===== src/rtl/focal_max_pool_stream.sv =====
// focal_max_pool_stream: streaming 2x2 max/min pooling of raster-order pixels.
// One pooled value per 2x2 window, emitted after the window's bottom-right pixel.
//
// Ports:
//   clk, rst            clock, synchronous active-high reset
//   mode_min            0 = max pool, 1 = min pool (latched on first pixel of frame)
//   in_data/in_valid    pixel stream input, in_ready back-pressure output
//   out_data/out_valid  pooled value output, out_ready from downstream
//   out_last            marks the final pooled value of a frame
//   out_idx             (FOCAL_POOL_ARGIDX_EN only) winner position in window:
//                       0=top-left 1=top-right 2=bottom-left 3=bottom-right
//
// Optional feature macro: FOCAL_POOL_ARGIDX_EN
module focal_max_pool_stream #(
    parameter int DW    = 4,
    parameter int ROW_W = 8,
    parameter int ROW_H = 8
) (
    input  logic          clk,
    input  logic          rst,
    input  logic          mode_min,
    input  logic [DW-1:0] in_data,
    input  logic          in_valid,
    output logic          in_ready,
    output logic [DW-1:0] out_data,
    output logic          out_valid,
    input  logic          out_ready,
    output logic          out_last
`ifdef FOCAL_POOL_ARGIDX_EN
    ,
    output logic [1:0]    out_idx
`endif
);

    localparam int CW  = (ROW_W > 2) ? $clog2(ROW_W) : 1;
    localparam int RW  = (ROW_H > 2) ? $clog2(ROW_H) : 1;
    localparam int NLB = ROW_W / 2;
    localparam int LW  = (NLB > 1) ? $clog2(NLB) : 1;
`ifdef FOCAL_POOL_ARGIDX_EN
    localparam int LBW = DW + 1;
`else
    localparam int LBW = DW;
`endif

    typedef enum logic {
        S_FILL = 1'b0,
        S_POOL = 1'b1
    } state_t;

    state_t          state_q;
    logic [CW-1:0]   col_q, col_d;
    logic [RW-1:0]   row_q, row_d;
    logic            mode_q;
    logic [DW-1:0]   p0_q;
    logic [DW-1:0]   out_data_q;
    logic            out_valid_q;
    logic            out_last_q;

    logic [LBW-1:0]  linebuf [NLB];

    logic            in_xfer;
    logic            frame_start;
    logic            cur_min;
    logic            col_last;
    logic            row_last;
    logic [LW-1:0]   lb_idx;
    logic            h_pick_r;
    logic [DW-1:0]   h_val;
    logic [LBW-1:0]  lb_rd;
    logic [LBW-1:0]  lb_wr;
    logic [DW-1:0]   top_val;
    logic            v_pick_b;
    logic [DW-1:0]   res;
    logic            lb_we;
    logic            new_res;

`ifdef FOCAL_POOL_ARGIDX_EN
    logic [1:0]      out_idx_q;
    logic [1:0]      res_idx;
`endif

    // Upstream may push whenever the output slot is empty or draining.
    assign in_ready    = ~out_valid_q | out_ready;
    assign in_xfer     = in_valid & in_ready;

    assign frame_start = (col_q == '0) && (row_q == '0);
    // The first pixel of a frame already uses the incoming mode.
    assign cur_min     = frame_start ? mode_min : mode_q;

    assign col_last    = (col_q == CW'(ROW_W - 1));
    assign row_last    = (row_q == RW'(ROW_H - 1));
    assign lb_idx      = LW'(col_q >> 1);

    always_comb begin
        col_d = col_last ? '0 : col_q + CW'(1);
        row_d = row_q;
        if (col_last) begin
            row_d = row_last ? '0 : row_q + RW'(1);
        end
    end

    // Strict compares so that on a tie the earlier pixel (left / top) wins.
    assign h_pick_r = cur_min ? (in_data < p0_q) : (in_data > p0_q);
    assign h_val    = h_pick_r ? in_data : p0_q;

    assign lb_rd    = linebuf[lb_idx];
    assign top_val  = lb_rd[DW-1:0];
    assign v_pick_b = cur_min ? (h_val < top_val) : (h_val > top_val);
    assign res      = v_pick_b ? h_val : top_val;

`ifdef FOCAL_POOL_ARGIDX_EN
    assign lb_wr    = {h_pick_r, h_val};
    assign res_idx  = v_pick_b ? {1'b1, h_pick_r} : {1'b0, lb_rd[DW]};
`else
    assign lb_wr    = h_val;
`endif

    assign lb_we    = in_xfer & col_q[0] & (state_q == S_FILL);
    assign new_res  = in_xfer & col_q[0] & (state_q == S_POOL);

    // Line buffer holds the top-row pair results; every entry is rewritten
    // during the fill row before it is read, so it needs no reset.
    always_ff @(posedge clk) begin
        if (lb_we) begin
            linebuf[lb_idx] <= lb_wr;
        end
    end

    always_ff @(posedge clk) begin
        if (rst) begin
            state_q     <= S_FILL;
            col_q       <= '0;
            row_q       <= '0;
            mode_q      <= 1'b0;
            p0_q        <= '0;
            out_data_q  <= '0;
            out_valid_q <= 1'b0;
            out_last_q  <= 1'b0;
`ifdef FOCAL_POOL_ARGIDX_EN
            out_idx_q   <= 2'd0;
`endif
        end else begin
            if (in_xfer) begin
                col_q <= col_d;
                row_q <= row_d;
                if (frame_start) begin
                    mode_q <= mode_min;
                end
                if (!col_q[0]) begin
                    p0_q <= in_data;
                end
                if (col_last) begin
                    unique case (state_q)
                        S_FILL:  state_q <= S_POOL;
                        S_POOL:  state_q <= S_FILL;
                        default: state_q <= S_FILL;
                    endcase
                    if (row_last) begin
                        state_q <= S_FILL;
                    end
                end
            end

            // A new result overrides a simultaneous drain, keeping valid high.
            if (new_res) begin
                out_valid_q <= 1'b1;
                out_data_q  <= res;
                out_last_q  <= col_last & row_last;
`ifdef FOCAL_POOL_ARGIDX_EN
                out_idx_q   <= res_idx;
`endif
            end else if (out_valid_q && out_ready) begin
                out_valid_q <= 1'b0;
                out_last_q  <= 1'b0;
            end
        end
    end

    assign out_data  = out_data_q;
    assign out_valid = out_valid_q;
    assign out_last  = out_last_q;
`ifdef FOCAL_POOL_ARGIDX_EN
    assign out_idx   = out_idx_q;
`endif

endmodule


===== config.mk =====
export PLATFORM = sky130hd
export DESIGN_NAME = focal_max_pool_stream
export DESIGN_NICKNAME = d
export VERILOG_FILES = /design/src/rtl/focal_max_pool_stream.sv
export SDC_FILE = /design/constraint.sdc
export NUM_CORES = 1
export LEC_CHECK = 0
export CAP_MARGIN = 20
export CORE_MARGIN = 4
export CORE_UTILIZATION = 45
export DETAILED_ROUTE_END_ITERATION = 8
export PLACE_DENSITY_LB_ADDON = 0.12
export SYNTH_ARGS = -nofsm -noshare
export SYNTH_HDL_FRONTEND = slang
export SYNTH_SLANG_ARGS = --single-unit

===== constraint.sdc =====
create_clock -name clk -period 3.87 [get_ports clk]
set_input_delay 0.774 -clock clk [delete_from_list [all_inputs] [get_ports clk]]
set_output_delay 0.774 -clock clk [all_outputs]
set_load 0.02 [all_outputs]

==> results of run 1 <==
## worst max-delay path by stage
stage	from	end	slack, ns	depth (start not counted)
final	in_data[0]	out_data[1]	0.26	15
after global routing	in_data[0]	out_data[1]	0.07	16
after CTS	in_data[0]	out_data[1]	0.26	15
after detailed placement	in_data[3]	out_data[1]	-0.04	13
after global placement	in_data[3]	out_data[1]	0.02	13
after floorplan	in_data[3]	out_data[1]	0.60	12
## worst reg2reg max path: stages (launching register included)
cell	delay (ns)
dfxtp_1	0.38
inv_1	0.10
ha_1	0.14
nor4bb_2	0.23
mux2i_1	0.48
o21ai_1	0.13
mux2_4	0.32
mux2i_1	0.23
inv_1	0.11
ha_1	0.35
a21oi_1	0.15
nand3_1	0.12
o21a_1	0.20
or3_4	0.39
o21ai_1	0.12
## synth_stat cells, types with 2 or more instances
master,number,area share [%]
mux4_2,4,5.2
clkbuf_1,2,0.43
and3_2,2,0.87
ha_1,14,10
mux2i_1,8,4.6
dfxtp_1,20,23
mux2_4,2,1.7
nor2_1,10,2.2
inv_1,16,3.5
and3_1,2,0.72
a21oi_1,12,3.5
nor3_1,7,2.0
o21ai_1,4,1.2
nand3_1,8,2.3
a32oi_1,4,2.0
nand2_1,11,2.4
edfxtp_1,16,28
## state kept, by name, indices dropped and copies added (netlist names), named ones only
register   cells
row_q          3
col_q          3
out_last       1
p0_q           4
out_data       4
state_q        1
linebuf       16
mode_q         1
out_valid      1
## report_power, final
group	internal (mW)	switching (mW)	leakage [nW]
logic	0.0602	0.0655	0.471
registers	0.411	0.00737	0.309
clock network	0.125	0.138	0.0479
## kinds of logic after synthesis
group / after synthesis / share of synthesized area, %
simple gates: 48 / 14.56
fa+ha+maj: 14 / 10.14
mux: 14 / 11.59
flops: 36 / 50.98
buf+inv: 20 / 4.417
compound gates: 24 / 8.327
## layer usage
metal | GRT usage [%] | share of wire [%] | up-vias
met4 | 7.021 | 2.1 | 0
met1 | 17.92 | 43 | 608
li1 | - | - | 616
met3 | 4.892 | 5.0 | 9
met5 | 0 | 0 | -
met2 | 24.97 | 49 | 27
## per-stage QoR
step,TNS (ns),instance area [um^2]
2_1_floorplan,0,1728
3_3_place_gp,0,1971
3_5_place_dp,-0.1084,1971
4_1_cts,0,2058
5_1_grt,0,2058
6_report,0,2058
## final cells by class
class / count / area [um^2] / area share, %
inverter: 17 / 63.81 / 3.100
timing repair buffer: 21 / 195.2 / 9.483
tap: 48 / 60.06 / 2.918
sequential: 36 / 880.8 / 42.80
multi-input combinational: 100 / 770.7 / 37.45
clock inverter: 3 / 18.77 / 0.9119
clock buffer: 5 / 68.82 / 3.343
==> results.md, run 1 <==
* First-pass GRT wire length at 5754 um
* Worst flop-to-flop path endpoint: out_data[1]
* DP Cell Count at about 220
* RSZ-0062 raised after global routing: false
* Initial antenna violation count at 0
* Actual slew at the worst max-slew pin at about 0.73 ns
* Final WL at about 3500 um
* Layout area overhead at 19.12%
* Avg Inst Size Synth at 11.08 um^2
* Clk slew on worst S/H paths at around 0.080 ns
* Die H at 69.97 um
* Reg2reg start: col_q[0]
* Port Buffer Count at 15
* Post-DRT Antenna Nets at 0
* Netlist cell types at 31
* Post-synthesis sequential area ratio at between 50% and 60%
* Max incr delay on CP at 0.49 ns
* Fmax at between 200 and 300 MHz
* Number of synthesized flops with an enable pin at 16
* Worst Skew at around 0.0071 ns
* Endpoints failing setup at 0
* TritonCTS Buffers at 5
* Boundary Pins at 16
* Total core area at roughly 3700 um^2
* FP Rows at 22
* Initial Util at 46.85%
* Slowest cell on crit path: clkdlybuf4s50_1
* Nets@finish at slightly above 200
* Worst R2R Path Depth at 14
* H-tree depth at 2
* Final Critical Period at about 3.6 ns
* WP data required at about 4.1 ns
* DP HPWL at roughly 2600 um
* Synth Flop Type: dfxtp_1
* Drt pass-1 iters at 4
* Iter 0 DRT Violations at 65
* Worst path cell trace: clkdlybuf4s50_1 -> inv_1 -> ha_1 -> inv_1 -> a21oi_1 -> o21ai_0 -> mux2_4 -> mux2i_1 -> inv_1 -> ha_1 -> a21oi_1 -> nand3_1 -> o21a_1 -> or3_4 -> o21ai_1
* Most frequent cells in the layout: dfxtp_1, inv_1, edfxtp_1
* Worst skew pair latency at slightly below 0.3 ns
* Post-route setup slack at 0.2574 ns
* Slew Limit Fails at 0
* Leak Pwr at 0.8280 nW
* Via Count at 1260
* Buf/Inv on CP at 4
* Crit path kind: in2reg
* Register bit total from synthesis at 36
* WL/cell at ~15 um
* Top Family by Delay on Critical Path: compound AO/OA/AOI/OAI gates
* Total number of yosys warnings at 0
* Setup bufs post-CTS at 0
* Pwr/cell area at slightly below 400 nW/um^2
* CTS root buffer: clkbuf_8
* Place WS at -0.03713 ns
* Commonest non-fill, non-tap cell in the layout: dfxtp_1
* Post-cts sizing count at 0
* Hold slack at approximately 0.47 ns
* Hold Crit Class: reg2reg
* Ys async rst share at 0%
* Post-Layout Cell Count at 230
* Syn_nets at ~180
* GRT overflow at 0
* GRT Total Usage at 15.18%
* Hold Startpoint: out_last
* Flop2flop setup slack at approximately 0.38 ns
* Via count of the first global-routing pass at 1263
* CTS tree: yes
* Slew margin rel. at approximately 51%
* Startpoint Class: primary input
* Hold-fix buffer count after cts at 0
* Largest net degree at the start of global routing at 20
* GPL Wtd Cong at around 0.88
* Syn Inst Count at approximately 160
* Layout cells sized above 1 at 14.29%
* Crit end category: flop
* Final Util at between 50% and 60%
* Design Power at between 800 and 900 uW
* Clock sinks at 36
* Worst Path Max Fanout at 4
* Hold Path Depth at 2
* # diodes at 0
* Clock buffer depth at 2
* Endpoints failing hold at 0
* Via density at ~5.5
* Worst hold endpoint: out_last
* Fillers at 345
* Worst vdd ir at ~0.24 mV
* Full die area at between 4000 and 5000 um^2
* Crit path DAT at 3.84 ns
* Die X at between 60 and 70 um
* Most frequent cell on the critical path: inv_1
* # DRC at 0
* Status: finished, final reports clean
* Fin crit share at approximately 93%
* Post-Syn Area at 1728 um^2
* Number of max-capacitance violations reported at 0
Power figures use the tool's default switching activity.
==> inputs of run 2 (changes only) <==
- CTS_CLUSTER_DIAMETER: default -> 120
==> results of run 2 <==
The final DEF is identical to that of run 1; final timing and power are the same.
